**config.mk**
```make
export PLATFORM = sky130hd
export DESIGN_NAME = std_cache_axi_limiter
export DESIGN_NICKNAME = d
export VERILOG_FILES = /design/src/rtl/std_cache_axi_limiter.sv
export SDC_FILE = /design/constraint.sdc
export NUM_CORES = 1
export LEC_CHECK = 0
export ABC_AREA = 1
export BUFFER_PORTS_ARGS = -buffer_cell sky130_fd_sc_hd__buf_4
export CORE_AREA = 2 2 197 199
export DETAILED_ROUTE_END_ITERATION = 16
export DIE_AREA = 0 0 199 201
export GPL_TIMING_DRIVEN = 0
export PLACE_DENSITY_LB_ADDON = 0.12
export SYNTH_ARGS = -nofsm -noshare
export SYNTH_HDL_FRONTEND = slang
export SYNTH_SLANG_ARGS = --single-unit
```
**constraint.sdc**
```tcl
create_clock -name clk_i -period 2.3 [get_ports clk_i]
set_clock_uncertainty 0.05 [all_clocks]
set_input_delay 0.46 -clock clk_i [delete_from_list [all_inputs] [get_ports clk_i]]
set_output_delay 0.46 -clock clk_i [all_outputs]
set_load 0.01 [all_outputs]
```
**src/rtl/std_cache_axi_limiter.sv**
```systemverilog
// std_cache_axi_limiter
//
// Purpose:
//    Sits between the cache subsystem's single AXI master port and the system
//    interconnect. Outstanding reads and writes are counted per source class
//    (I$, D$, bypass), which is decoded from the low four ID bits. New AR/AW
//    requests are throttled per class against configurable limits. A drain
//    handshake lets fence, flush and power-down logic wait until the memory
//    side is quiescent. Every channel is combinational pass-through; only the
//    AR and AW valid/ready pairs are gated.
//
// Ports:
//    clk_i       clock, all state on the rising edge
//    rst_i       synchronous active-high reset
//    slv_req_i   AXI request from the cache subsystem
//    slv_resp_o  AXI response to the cache subsystem
//    mst_req_o   AXI request to the interconnect
//    mst_resp_i  AXI response from the interconnect
//    drain_i     level request: block new AR/AW and wait for quiescence
//    drained_o   nothing outstanding and new requests blocked
//    busy_o      at least one outstanding counter is nonzero
//    err_o       sticky: a response arrived while its class counter was zero

// Default configuration and AXI channel types. A real integration overrides
// axi_req_t/axi_rsp_t with the cache subsystem's own structs; they only need
// the field names used below.
package std_cache_axi_limiter_pkg;

   typedef struct packed {
      int unsigned AxiIdWidth;
      int unsigned AxiAddrWidth;
      int unsigned AxiDataWidth;
   } cfg_t;

   localparam cfg_t cfg_empty = '{AxiIdWidth: 4, AxiAddrWidth: 32, AxiDataWidth: 64};

   typedef struct packed {
      logic [3:0]  id;
      logic [31:0] addr;
      logic [7:0]  len;
   } ax_chan_t;

   typedef struct packed {
      logic [63:0] data;
      logic [7:0]  strb;
      logic        last;
   } w_chan_t;

   typedef struct packed {
      logic [3:0] id;
      logic [1:0] resp;
   } b_chan_t;

   typedef struct packed {
      logic [3:0]  id;
      logic [63:0] data;
      logic [1:0]  resp;
      logic        last;
   } r_chan_t;

   typedef struct packed {
      ax_chan_t aw;
      logic     aw_valid;
      w_chan_t  w;
      logic     w_valid;
      logic     b_ready;
      ax_chan_t ar;
      logic     ar_valid;
      logic     r_ready;
   } axi_req_t;

   typedef struct packed {
      logic    aw_ready;
      logic    ar_ready;
      logic    w_ready;
      logic    b_valid;
      b_chan_t b;
      logic    r_valid;
      r_chan_t r;
   } axi_rsp_t;

endpackage

module std_cache_axi_limiter #(
   parameter std_cache_axi_limiter_pkg::cfg_t CVA6Cfg = std_cache_axi_limiter_pkg::cfg_empty,
   parameter type axi_req_t = std_cache_axi_limiter_pkg::axi_req_t,
   parameter type axi_rsp_t = std_cache_axi_limiter_pkg::axi_rsp_t,
   parameter int unsigned MaxRdTxns = 4,
   parameter int unsigned MaxWrTxns = 4
) (
   input  logic     clk_i,
   input  logic     rst_i,
   input  axi_req_t slv_req_i,
   output axi_rsp_t slv_resp_o,
   output axi_req_t mst_req_o,
   input  axi_rsp_t mst_resp_i,
   input  logic     drain_i,
   output logic     drained_o,
   output logic     busy_o,
   output logic     err_o
);

   localparam int unsigned IdW = CVA6Cfg.AxiIdWidth;
   localparam int unsigned RdW = $clog2(MaxRdTxns + 1);
   localparam int unsigned WrW = $clog2(MaxWrTxns + 1);

   localparam logic [RdW-1:0] RdMax = RdW'(MaxRdTxns);
   localparam logic [WrW-1:0] WrMax = WrW'(MaxWrTxns);

   // Class encoding, also used as the counter index.
   localparam logic [1:0] CLS_I   = 2'd0;
   localparam logic [1:0] CLS_D   = 2'd1;
   localparam logic [1:0] CLS_BYP = 2'd2;

   typedef enum logic [1:0] {
      RUN,
      DRAIN,
      DRAINED
   } state_e;

   state_e state, state_next;

   logic [RdW-1:0] rd_cnt [3];
   logic [RdW-1:0] rd_cnt_next [3];
   logic [WrW-1:0] wr_cnt [3];
   logic [WrW-1:0] wr_cnt_next [3];

   logic [IdW-1:0] ar_id, aw_id, r_id, b_id;
   logic [1:0]     ar_cls, aw_cls, r_cls, b_cls;
   logic [RdW-1:0] ar_cnt;
   logic [WrW-1:0] aw_cnt;
   logic           ar_ok, aw_ok;
   logic           ar_hs, aw_hs, r_done, b_done;
   logic [2:0]     rd_inc, rd_dec, wr_inc, wr_dec;
   logic           rd_under, wr_under;
   logic           idle_next;
   logic           err;

   // Bit 3 set marks a bypass access, all-zero is the I$, everything else
   // (including unmapped IDs) is charged to the D$.
   function automatic logic [1:0] decode_class(input logic [3:0] id);
      if (id[3]) begin
         return CLS_BYP;
      end else if (id == 4'b0000) begin
         return CLS_I;
      end else begin
         return CLS_D;
      end
   endfunction

   assign ar_id = slv_req_i.ar.id;
   assign aw_id = slv_req_i.aw.id;
   assign r_id  = mst_resp_i.r.id;
   assign b_id  = mst_resp_i.b.id;

   assign ar_cls = decode_class(ar_id[3:0]);
   assign aw_cls = decode_class(aw_id[3:0]);
   assign r_cls  = decode_class(r_id[3:0]);
   assign b_cls  = decode_class(b_id[3:0]);

   // Handshakes are observed on the interconnect side so that only requests
   // that actually left are counted.
   assign ar_hs  = mst_req_o.ar_valid & mst_resp_i.ar_ready;
   assign aw_hs  = mst_req_o.aw_valid & mst_resp_i.aw_ready;
   assign r_done = mst_resp_i.r_valid & slv_req_i.r_ready & mst_resp_i.r.last;
   assign b_done = mst_resp_i.b_valid & slv_req_i.b_ready;

   // The gates only look at registered state/counters and the slave-side ID,
   // so neither valid nor ready feeds back on itself.
   always_comb begin
      ar_cnt = '0;
      aw_cnt = '0;
      for (int c = 0; c < 3; c++) begin
         if (ar_cls == 2'(c)) ar_cnt = rd_cnt[c];
         if (aw_cls == 2'(c)) aw_cnt = wr_cnt[c];
      end
      ar_ok = (state == RUN) && (ar_cnt < RdMax);
      aw_ok = (state == RUN) && (aw_cnt < WrMax);
   end

   // Pass every channel straight through and gate only the AR/AW pairs.
   // W beats are never held back, so writes already accepted always complete.
   always_comb begin
      mst_req_o           = slv_req_i;
      mst_req_o.ar_valid  = slv_req_i.ar_valid & ar_ok;
      mst_req_o.aw_valid  = slv_req_i.aw_valid & aw_ok;
      slv_resp_o          = mst_resp_i;
      slv_resp_o.ar_ready = mst_resp_i.ar_ready & ar_ok;
      slv_resp_o.aw_ready = mst_resp_i.aw_ready & aw_ok;
   end

   // Next counter values. A simultaneous increment and decrement cancel out;
   // a lone decrement at zero saturates and flags an underflow instead.
   always_comb begin
      rd_under = 1'b0;
      wr_under = 1'b0;
      for (int c = 0; c < 3; c++) begin
         rd_inc[c] = ar_hs  && (ar_cls == 2'(c));
         rd_dec[c] = r_done && (r_cls  == 2'(c));
         wr_inc[c] = aw_hs  && (aw_cls == 2'(c));
         wr_dec[c] = b_done && (b_cls  == 2'(c));

         rd_cnt_next[c] = rd_cnt[c];
         if (rd_inc[c] && !rd_dec[c]) begin
            rd_cnt_next[c] = rd_cnt[c] + RdW'(1);
         end else if (rd_dec[c] && !rd_inc[c]) begin
            if (rd_cnt[c] == '0) begin
               rd_under = 1'b1;
            end else begin
               rd_cnt_next[c] = rd_cnt[c] - RdW'(1);
            end
         end

         wr_cnt_next[c] = wr_cnt[c];
         if (wr_inc[c] && !wr_dec[c]) begin
            wr_cnt_next[c] = wr_cnt[c] + WrW'(1);
         end else if (wr_dec[c] && !wr_inc[c]) begin
            if (wr_cnt[c] == '0) begin
               wr_under = 1'b1;
            end else begin
               wr_cnt_next[c] = wr_cnt[c] - WrW'(1);
            end
         end
      end
   end

   // busy_o reflects the registered counters; idle_next looks one step ahead
   // so DRAINED is reached the cycle after the last completion.
   always_comb begin
      busy_o    = 1'b0;
      idle_next = 1'b1;
      for (int c = 0; c < 3; c++) begin
         if ((rd_cnt[c] != '0) || (wr_cnt[c] != '0)) busy_o = 1'b1;
         if ((rd_cnt_next[c] != '0) || (wr_cnt_next[c] != '0)) idle_next = 1'b0;
      end
   end

   // Drain FSM next-state logic. Dropping drain_i always returns to RUN,
   // even if the drain never completed.
   always_comb begin
      state_next = state;
      unique case (state)
         RUN: begin
            if (drain_i) state_next = DRAIN;
         end
         DRAIN: begin
            if (!drain_i) begin
               state_next = RUN;
            end else if (idle_next) begin
               state_next = DRAINED;
            end
         end
         DRAINED: begin
            if (!drain_i) state_next = RUN;
         end
         default: state_next = RUN;
      endcase
   end

   assign drained_o = (state == DRAINED);
   assign err_o     = err;

   // State, counters and the sticky error flag. Reset drops in-flight
   // bookkeeping, so late responses after a reset show up as underflows.
   always_ff @(posedge clk_i) begin
      if (rst_i) begin
         state <= RUN;
         err   <= 1'b0;
         for (int c = 0; c < 3; c++) begin
            rd_cnt[c] <= '0;
            wr_cnt[c] <= '0;
         end
      end else begin
         state <= state_next;
         err   <= err | rd_under | wr_under;
         for (int c = 0; c < 3; c++) begin
            rd_cnt[c] <= rd_cnt_next[c];
            wr_cnt[c] <= wr_cnt_next[c];
         end
      end
   end

endmodule
```
==> results of run 1 <==
==> cells in the final DEF (no fill, tap or decap), types with 2 or more instances in the layout <==
cell type	netlist	layout
o21ai_2	1	2
nor2_4	2	7
or2_2	5	5
nand4_1	4	4
nor3_4	1	2
xnor2_1	3	3
o21ai_1	3	2
nand3_1	29	24
ha_1	18	18
inv_2	4	8
inv_1	55	51
xor2_1	3	3
nor2_1	45	39
nor2_2	4	5
o21ai_0	12	12
nand3_2	10	13
nand2_1	81	74
nand3_4	2	4
nand2_2	3	10
dfxtp_1	21	19
clkbuf_1	2	3
a21oi_1	14	11
buf_4	244	530
a21oi_2	0	2
clkbuf_16	0	3
==> routing by layer <==
layer  track usage  share of wire
met4       0.00560         0.0025
met5             0              0
met2         0.135           0.55
met1        0.0724           0.37
met3        0.0114          0.082
==> where the power goes <==
group	total (mW)	switching, mW	internal [mW]	leakage [nW]
registers	0.387	0.0117	0.375	0.171
clock network	0.380	0.143	0.237	0.0382
logic	1.12	0.460	0.660	3.50
total	1.89	0.615	1.27	3.71
==> critical path, delay by kind of cell (launching register included) <==
family	cells	cell delay (ps)
adders and majority gates	1	190
and+or+nand+nor	3	630
buffers and inverters	2	270
DFF	1	330
==> timing repair <==
item / CTS / global route
buffers inserted: 3 / 7
pin swaps: 4 / 16
resized for setup: 12 / 29
setup endpoints to repair: 3 / 3
==> cell type report <==
type / instances / area, um2 / share of cell area
Buffer: 246 / 1840 / 0.266
Tap cell: 518 / 648 / 0.0939
Inverter: 59 / 221 / 0.0321
Clock buffer: 4 / 78.8 / 0.0114
Sequential cell: 21 / 425 / 0.0616
Timing Repair Buffer: 287 / 2160 / 0.313
Multi-Input combinational cell: 249 / 1530 / 0.222
==> per-stage QoR <==
stage | instances | worst slack, ps | instance area [um2] | hold slack [ps] | setup TNS (ps)
2_1_floorplan | 575 | 328 | 3870 | 452 | 0
3_3_place_gp | 1370 | -398 | 6600 | 483 | -772
3_5_place_dp | 1370 | -388 | 6600 | 481 | -753
4_1_cts | 1377 | 0.233 | 6760 | 420 | 0
5_1_grt | 1384 | -36.3 | 6900 | 443 | -67.4
6_report | 1384 | 100 | 6900 | 420 | 0
==> cell families after synthesis <==
logic type	share of synthesized area
flops	0.109
mux	0.00258
compound gates	0.0456
fa+ha+maj	0.0582
xor+xnor	0.0136
simple gates	0.239
buf+inv	0.532
==> sequential cells by signal, summed over array words and instances (netlist names) <==
signal,flops
rd_cnt,9
wr_cnt,9
state,2
err_o,1
==> cell usage after synthesis <==
cell type	count
buf_4	244
nand2_1	81
inv_1	55
nor2_1	45
nand3_1	29
dfxtp_1	21
ha_1	18
a21oi_1	14
o21ai_0	12
nand3_2	10
or2_2	5
inv_2	4
nand4_1	4
nor2_2	4
nand2_2	3
o21ai_1	3
xnor2_1	3
xor2_1	3
clkbuf_1	2
nand3_4	2
nor2_4	2
a41oi_1	1
mux2i_1	1
nand3b_1	1
nor2b_1	1
nor3_1	1
nor3_2	1
nor3_4	1
nor4_1	1
o211ai_1	1
o21ai_2	1
o22ai_1	1
==> worst min path at each step <==
stage	depth (start not counted)	endpoint
finish	3	state[1]
floorplan	2	wr_cnt[0][0]
global placement	2	rd_cnt[0][6]
CTS	3	state[0]
detailed placement	2	rd_cnt[0][6]
global route	3	state[1]
==> summary.md, run 1 <==
| Metric | Value |
|---|---|
| Run status | `complete, no violations` |
| Crit share post-route | `0.956` |
| Util after Layout | `0.181` |
| # setup viols final | `0` |
| Critical register-to-register path startpoint | `state[1]` |
| Clk sinks | `21` |
| Worst Setup EP | `busy_o` |
| CTS clk-pin slew, worst paths | `60 ps` |
| H-tree depth | `1` |
| Detailed Place HPWL | `13800 um` |
| R2r endpoint | `state[1]` |
| Post-synth top area cell | `buf_4` |
| Die area | `0.0400 mm2` |
| Vias per inst | `2.99` |
| CP endpoint kind | `primary output` |
| Startpoint Class | `flop` |
| Die height | `201 um` |
| Share of cells above drive strength 1 | `0.688` |
| Fillers | `4375` |
| Setup repair after global routing missed its margin | `true` |
| Diode count | `0` |
| P per Cell Area | `273 mW/mm2` |
| GRT Total Usage | `0.0663` |
| CTS Buf Count | `3` |
| Worst Setup SP | `rd_cnt[0][0]` |
| Max-Cap Viols | `0` |
| Clk buf depth | `2` |
| Synth Net Count | `844` |
| GRT overflow | `0` |
| Starting density of the core | `0.102` |
| Worst-Skew Late Latency | `260 ps` |
| Total power | `1.89 mW` |
| Vias in the first global route | `3775` |
| Min-delay src | `drain_i` |
| R2R Setup Slk | `190 ps` |
| Routed Antenna Nets | `0` |
| Core ar. | `0.0381 mm2` |
| PortBufs | `277` |
| Initial drt markers | `101` |
| R2r worst-path depth | `15` |
| Gpl congestion | `0.689` |
| Sequential-to-total area share from yosys stat | `0.109` |
| Initial antenna violation count | `0` |
| Synth top area cells | `buf_4, dfxtp_1, nand2_1, ha_1, inv_1` |
| Critical Path AT | `1690 ps` |
| Area Overhead vs Synth | `78.3%` |
| Slew HR | `0.544` |
| WL per Instance | `10.9 um` |
| Number of remaining DRC errors | `0` |
| Max stage delay cell, worst path | `nor4_4` |
| I/O Pins | `502` |
| Largest net degree at the start of global routing | `12` |
| CP required | `1790 ps` |
| Area share of the largest cell type after synthesis | `0.473` |
| Leakage | `3.71 nW` |
| Worst-case vdd ir drop | `0.000212 V` |
| Number of synthesized register bits | `21` |
| Routed vias | `4145` |
| Period minus WS final | `2200 ps` |
| CTS tree | `built` |
| WS Path Type | `flop to primary output` |
| Max FO, Critical Path | `4` |
| Endpoints failing hold | `0` |
| Die width | `199 um` |
| CTS root buffer | `clkbuf_16` |
| Post-Syn Area | `0.00387 mm2` |
| Slew Viols, Final | `0` |
| Critical path cell sequence | `inv_1 > ha_1 > nand2_2 > nor4_4 > nand3_2 > buf_4` |
| Nets | `1136` |
| First-pass GRT wire length | `20300 um` |
| Mapped Cells | `575` |
| Worst-Margin Slew | `684 ps` |
| Crit path largest cell delay | `350 ps` |
| Drt first pass iters | `4` |
| Num rows | `72` |
| Yosys cell types | `32` |
| Avg Cell Area, Syn | `6.73 um2` |
| Cts hold-fix bufs | `0` |
| Fmax | `455 MHz` |
| Hold Path Class | `input port to flop` |
| Final WL | `15100 um` |
| Yosys warnings | `0` |
No activity file was read; power rests on OpenSTA's default activity.
==> inputs of run 2 (changes only) <==
--- a/config.mk
+++ b/config.mk
@@ -6,6 +6,7 @@
 export NUM_CORES = 1
 export LEC_CHECK = 0
 export ABC_AREA = 1
+export ABC_CLOCK_PERIOD_IN_PS = 2480
 export BUFFER_PORTS_ARGS = -buffer_cell sky130_fd_sc_hd__buf_4
 export CORE_AREA = 2 2 197 199
 export DETAILED_ROUTE_END_ITERATION = 16
==> constraint.sdc (replaced) <==
create_clock -name clk_i -period 2.48 [get_ports clk_i]
set_clock_uncertainty 0.05 [all_clocks]
set_input_delay 0.496 -clock clk_i [delete_from_list [all_inputs] [get_ports clk_i]]
set_output_delay 0.496 -clock clk_i [all_outputs]
set_load 0.01 [all_outputs]
==> run 2 against run 1 <==
Compared with the run above:
- sequential cell count stayed put
- hold slack better by 44 ps
- die area stayed put
- via count is 1.8% lower
- non-clock buffer count is 10 lower
- cell count is 0.72% lower
==> summary.md, run 2 (same netlist as run 1, synthesis figures left out) <==
| Metric | Value |
|---|---|
| CP endpoint kind | `primary output` |
| Diode count | `0 (unchanged)` |
| Hold EP | `state[0]` |
| Slew Viols, Final | `0 (unchanged)` |
| Critical Path AT | `1780 ps (+90 ps)` |
| Hold Path Class | `input port to flop` |
| Met3 wire len | `1220 um (-1.8%)` |
| Hold path cells | `3 (unchanged)` |
| CTS tree | `built` |
| R2r worst-path depth | `11 (-4)` |
| Final WL | `14900 um (-1.2%)` |
| Max FO, Critical Path | `4 (unchanged)` |
| Initial antenna violation count | `0 (unchanged)` |
| Die area | `0.0400 mm2 (unchanged)` |
| WS Path Type | `flop to primary output` |
| Total power | `1.71 mW (-9.2%)` |
| Number of remaining DRC errors | `0 (unchanged)` |
| P per Cell Area | `255 mW/mm2 (-6.6%)` |
| Commonest non-fill, non-tap cells in the layout | `buf_4, nand2_1, inv_1, nor2_1, nand3_1` |
| Vias per inst | `2.96 (-1.0%)` |
| Area Overhead vs Synth | `73.3%` |
| Run status | `complete, no violations` |
| R2r endpoint | `state[0]` |
| CTS root buffer | `clkbuf_16` |
| Detailed Place HPWL | `13800 um (unchanged)` |
| Fmax | `430 MHz` |
| Share of cells above drive strength 1 | `0.657 (-0.0317)` |
| Nets | `1126 (-0.88%)` |
| Initial drt markers | `91 (-9.9%)` |
| Die width | `199 um (unchanged)` |
| Die height | `201 um (unchanged)` |
| CTS clk-pin slew, worst paths | `60 ps (about the same)` |
| GRT overflow | `0 (unchanged)` |
| Placed cell area | `0.00660 mm2 (unchanged)` |
| Worst-Skew Late Latency | `250 ps (about the same)` |
| Endpoints failing hold | `0 (unchanged)` |
| GRT Total Usage | `0.0660 (-0.000318)` |
| Switching power | `0.555 mW (-9.8%)` |
| Most common cell after layout, fill and taps aside | `buf_4` |
| CTS Buf Count | `3 (unchanged)` |
| Worst Slack Setup Final | `155 ps (+54.5 ps)` |
| WL per Instance | `10.9 um (-0.43%)` |
| Gate power share | `0.585 (-0.008)` |
| Crit share post-route | `0.938` |
| Startpoint Class | `flop` |
| Dpl ws | `-244 ps (+144 ps)` |
| Min-delay src | `drain_i` |
| Clock Power Share | `0.206 (+0.005)` |
| Worst-Margin Slew | `687 ps (+3.18 ps)` |
| Routed vias | `4072 (-1.8%)` |
| # setup viols final | `0 (unchanged)` |
| Util after Layout | `0.176 (-0.00506)` |
| Gpl congestion | `0.689 (unchanged)` |
| Routed Antenna Nets | `0 (unchanged)` |
| First-pass GRT wire length | `20200 um (-0.44%)` |
| Num rows | `72 (unchanged)` |
| Critical register-to-register path startpoint | `state[0]` |
| Drt first pass iters | `4 (unchanged)` |
| Metal-1 WL | `5500 um (-1.2%)` |
| Worst-case vdd ir drop | `0.000200 V (-5.6%)` |
| Core ar. | `0.0381 mm2 (unchanged)` |
| Met2 wire length | `8180 um (-1.0%)` |
| Setup repair after global routing missed its margin | `false` |
| Highest Signal Layer | `met4` |
| Finished Cell Area | `0.00671 mm2 (-2.8%)` |
| Period minus WS final | `2330 ps` |
| Largest net degree at the start of global routing | `12 (unchanged)` |
| Slew HR | `0.542 (-0.00212)` |
| Internal cell power | `1.16 mW (-8.9%)` |
| PortBufs | `277 (unchanged)` |
| Vias in the first global route | `3746 (-0.77%)` |
| Largest registers | `rd_cnt (9), wr_cnt (9), state (2)` |
| Net Sw Frac | `0.324 (-0.00219)` |
| Starting density of the core | `0.102 (unchanged)` |
| Cts hold-fix bufs | `0 (unchanged)` |
| Max-Cap Viols | `0 (unchanged)` |
| I/O Pins | `502 (unchanged)` |
| CP required | `1930 ps (+140 ps)` |
| Leakage | `3.64 nW (-1.8%)` |
| Fillers | `4378 (+0.069%)` |
| Reg power frac | `0.209 (+0.004)` |
| Worst Hold Slack | `464 ps (+44.4 ps)` |
| H-tree depth | `1 (unchanged)` |
| Clk buf depth | `2 (unchanged)` |
| R2R Setup Slk | `250 ps (+60 ps)` |
| Clk sinks | `21 (unchanged)` |
## run 2: changes by cell type in the layout (fill, tap and decap cells not counted), moves of 2 or more
cell / delta
inv_1: +4
inv_2: -4
nand2_1: +7
buf_4: -9
nand3_1: +5
nand2_2: -7
nand3_4: -2
dfxtp_1: +2
nor2_1: +4
nand3_2: -3
nor2_4: -4
## run 2: metrics by stage
stage,instances,setup TNS [ps]
after floorplan,575,0
after global placement,1370,-484
after detailed placement,1370,-465
after CTS,1374,0
after global routing,1374,0
final,1374,0
## run 2: layer usage
metal / track usage / vias up
met5: 0 / -
met4: 0.00560 / 0
met3: 0.0114 / 2
met2: 0.133 / 245
met1: 0.0725 / 1727
li1: - / 2098
## run 2: layout make-up
cell class | count | area [um2] | share of cell area
Sequential cell | 21 | 420 | 0.0626
Inverter | 59 | 221 | 0.0330
Timing Repair Buffer | 277 | 2080 | 0.310
Buffer | 246 | 1840 | 0.274
Multi-Input combinational cell | 249 | 1420 | 0.212
Clock buffer | 4 | 78.8 | 0.0117
Tap cell | 518 | 648 | 0.0966
## run 2: worst max path at each step
stage               slack (ps)            from        to
floorplan                  470  slv_req_i[165]  state[0]
global placement          -250   slv_req_i[43]  state[0]
detailed placement        -240   slv_req_i[43]  state[0]
CTS                        0.3    wr_cnt[0][3]    busy_o
global route                10   slv_req_i[43]  state[0]
finish                     150    rd_cnt[0][0]    busy_o
## run 2: critical path, cell delays in order, from the launching register on
cell     delay [ps]
dfxtp_1         330
inv_1           100
ha_1            170
nand2_1         200
nor4_4          370
nand3_1         170
buf_4           180
## run 2: repair_timing
item	CTS	global route
pin swaps	0	1
buffers inserted	0	0
resized for setup	2	5
hold endpoints to repair	0	0
endpoints found under the setup margin	3	3
## run 2: power by group through the flow
stage               registers (mW)  clock network (mW)  logic, mW
floorplan                    0.364                   0      0.560
global placement             0.366                   0       1.02
detailed placement           0.366                   0       1.02
CTS                          0.358               0.373       1.02
global route                 0.360               0.379       1.08
finish                       0.359               0.354       1.00
==> inputs of run 3 (changes only) <==
--- a/config.mk
+++ b/config.mk
@@ -5,12 +5,11 @@
 export SDC_FILE = /design/constraint.sdc
 export NUM_CORES = 1
 export LEC_CHECK = 0
-export ABC_AREA = 1
 export ABC_CLOCK_PERIOD_IN_PS = 2480
 export BUFFER_PORTS_ARGS = -buffer_cell sky130_fd_sc_hd__buf_4
-export CORE_AREA = 2 2 197 199
+export CORE_AREA = 2 2 195 197
 export DETAILED_ROUTE_END_ITERATION = 16
-export DIE_AREA = 0 0 199 201
+export DIE_AREA = 0 0 197 199
 export GPL_TIMING_DRIVEN = 0
 export PLACE_DENSITY_LB_ADDON = 0.12
 export SYNTH_ARGS = -nofsm -noshare
==> run 3 against run 2 <==
Compared with the run above:
- the flow now finishes with violations (setup timing)
- synthesized cell count decreased by 13%
- sequential share of layout area is 0.062 points higher
- critical path type is now flop to flop
- critical endpoint is now state[1]
- largest power group unchanged
- sequential power increased by 21%
- final area increased by 1.7%
==> summary.md, run 3 <==
| Metric | Value |
|---|---|
| Run status | `finished with violations` |
| Failing checks | `setup timing` |
| Starting density of the core | `0.102 (+0.000844)` |
| Post-synth top area cell | `buf_4` |
| Sequential-to-total area share from yosys stat | `0.110 (+0.00193)` |
| Post-synthesis mux area share | `0.0135 (+0.0109)` |
| Die height | `199 um (-1.0%)` |
| Cts hold-fix bufs | `0 (unchanged)` |
| Nets | `1063 (-5.6%)` |
| Routed vias | `4043 (-0.71%)` |
| # setup viols final | `2 (+2)` |
| Metal-1 WL | `5030 um (-8.5%)` |
| Critical register-to-register path startpoint | `state[0]` |
| Largest registers | `rd_cnt (9), wr_cnt (9), state (2)` |
| Routed Antenna Nets | `0 (unchanged)` |
| Most common cell after layout, fill and taps aside | `buf_4` |
| Mapped Cells | `498 (-13%)` |
| Clk buf depth | `2 (unchanged)` |
| Number of remaining DRC errors | `0 (unchanged)` |
| Share of cells above drive strength 1 | `0.728 (+0.0711)` |
| Worst Hold Slack | `474 ps (+9.78 ps)` |
| Vias per inst | `3.19 (+7.6%)` |
| Drt first pass iters | `5 (+1)` |
| Initial drt markers | `88 (-3.3%)` |
| Initial antenna violation count | `1 (+1)` |
| Final WL | `14900 um (-0.44%)` |
| Die area | `0.0392 mm2 (-2.0%)` |
| GRT overflow | `0 (unchanged)` |
| Yosys cell types | `59 (+84%)` |
| Yosys warnings | `0 (unchanged)` |
| Leakage | `3.42 nW (-5.9%)` |
| Endpoints failing hold | `0 (unchanged)` |
| CP endpoint kind | `flop` |
| Hold Path Class | `input port to flop` |
| P per Cell Area | `332 mW/mm2 (+30%)` |
| Compound-cell area share of the yosys netlist | `0.106 (+0.0607)` |
| Commonest non-fill, non-tap cells in the layout | `buf_4, nor2_1, inv_1, ha_1, dfxtp_1` |
| Synth Net Count | `767 (-9.1%)` |
| Num rows | `71 (-1.4%)` |
| Setup repair after global routing missed its margin | `true` |
| Placed cell area | `0.00649 mm2 (-1.6%)` |
| Slew Viols, Final | `0 (unchanged)` |
| EDFF count, synth | `0 (unchanged)` |
| Gpl congestion | `0.781 (+13%)` |
| Total power | `2.27 mW (+32%)` |
| WL per Instance | `11.7 um (+7.9%)` |
| CP required | `2620 ps (+690 ps)` |
| Fillers | `4180 (-4.5%)` |
| CTS Buf Count | `3 (unchanged)` |
| Ys flop type | `dfxtp_1` |
| Worst Setup SP | `state[0]` |
| H-tree depth | `1 (unchanged)` |
| Fmax | `391 MHz (-9.0%)` |
| Finished Cell Area | `0.00682 mm2 (+1.7%)` |
| XOR/XNOR Fraction of Synth Area | `0.0138 (+0.000241)` |
| Most instantiated library cell after synthesis | `buf_4` |
| Startpoint Class | `flop` |
| Worst-Skew Late Latency | `260 ps (about the same)` |
| Highest Signal Layer | `met4` |
| Crit share post-route | `1.03 (+0.0924)` |
| CTS tree | `built` |
| Critical Path AT | `2690 ps (+910 ps)` |
| Worst-case vdd ir drop | `0.000207 V (+3.7%)` |
| Vias in the first global route | `3553 (-5.2%)` |
| Avg Cell Area, Syn | `7.64 um2 (+13%)` |
| Met3 wire len | `1150 um (-6.0%)` |
| I/O Pins | `502 (unchanged)` |
| Worst-Margin Slew | `656 ps (-31.2 ps)` |
| PortBufs | `278 (+0.36%)` |
| Min-delay src | `drain_i` |
| Post-Synth Simple-Gate Area | `0.189 (-0.0500)` |
| CTS root buffer | `clkbuf_16` |
| Max FO, Critical Path | `7 (+3)` |
| CTS clk-pin slew, worst paths | `60 ps (about the same)` |
| First-pass GRT wire length | `19400 um (-4.4%)` |
| Core ar. | `0.0371 mm2 (-2.6%)` |
| Largest net degree at the start of global routing | `12 (unchanged)` |
| Worst Slack Setup Final | `-74.3 ps (-229 ps)` |
| Most frequent cells after synthesis | `buf_4, nor2_1, inv_1` |
| Detailed Place HPWL | `13200 um (-4.1%)` |
| Slew HR | `0.563 (+0.0208)` |
| GRT Total Usage | `0.0645 (-0.00148)` |
| Post-Syn Area | `0.00380 mm2 (-1.7%)` |
| Asr flop ratio synth | `0 (unchanged)` |
| Max-Cap Viols | `0 (unchanged)` |
| WS Path Type | `flop to flop` |
| Util after Layout | `0.184 (+0.00765)` |
| Post-Synth Adder-Cell Area | `0.0592 (+0.00103)` |
| Number of synthesized register bits | `21 (unchanged)` |
| Clk sinks | `21 (unchanged)` |
| Period minus WS final | `2550 ps (+229 ps)` |
| Met2 wire length | `8520 um (+4.1%)` |
| Synth top area cells | `buf_4, dfxtp_1, ha_1, nor2_1, inv_1` |
| Die width | `197 um (-1.0%)` |
| Area Overhead vs Synth | `79.3%` |
| Area share of the largest cell type after synthesis | `0.481 (+0.00840)` |
| Largest family of logic cells by synthesized area | `buffers and inverters` |
==> run 3: routing by layer <==
metal,up-vias,track usage
li1,2009,-
met1,1782,0.0658
met2,246,0.135
met3,6,0.0103
met4,0,0.0142
met5,-,0
==> run 3: layout make-up <==
class	instances	area (um2)	share of cell area
antenna	1	2.50	0.000367
inverter	22	82.6	0.0121
buffer	248	1850	0.272
timing repair buffer	291	2180	0.320
tap	474	593	0.0869
clock buffer	4	78.8	0.0116
sequential	21	432	0.0633
multi-input combinational	207	1600	0.234
==> run 3: path summary, 6_finish.rpt <==
kind	endpoint	depth (start not counted)	slack (ps)
worst max-delay path	state[1]	8	-70
worst min-delay path	state[1]	3	470
worst min register to register	err_o	2	480
worst max register to register	state[1]	8	-70
==> run 3: kinds of logic (layout without fill, tap and decap cells) <==
kind of cell | count (synthesis) | after routing
AOI/OAI and AO/OA | 59 | 59
adders and majority gates | 18 | 18
muxes | 5 | 5
xor gates and xnor gates | 6 | 6
buffers and inverters | 270 | 565
other | 0 | 1
and+or+nand+nor | 119 | 119
DFF | 21 | 21
==> run 3: worst max-delay path, cell delays in order (launching register included) <==
cell and delay [ps]:
dfxtp_4 380, nand4bb_4 270, nor4_4 430, buf_4 200, mux2i_4 240, a311oi_2 130
or4_4 510, nand2b_4 150, o21ai_1 120
==> run 3: timing repair <==
item / 4_1_cts / 5_1_grt
endpoints found under the setup margin: 6 / 6
gates resized for setup: 18 / 19
buffers inserted: 4 / 9
endpoints found under the hold margin: 0 / 0
pin swaps: 5 / 5
==> run 3: report_power, final <==
group	internal (mW)	switching, mW
sequential	0.384	0.0502
combinational	0.834	0.643
clock	0.219	0.137
==> run 3: metrics by stage <==
step                instances  setup slack [ps]  TNS (ps)
finish                   1268             -74.3      -144
global route             1268              -197      -386
global placement         1250              -544      -992
detailed placement       1250              -526      -976
CTS                      1258              -117      -125
floorplan                 498              -123      -154
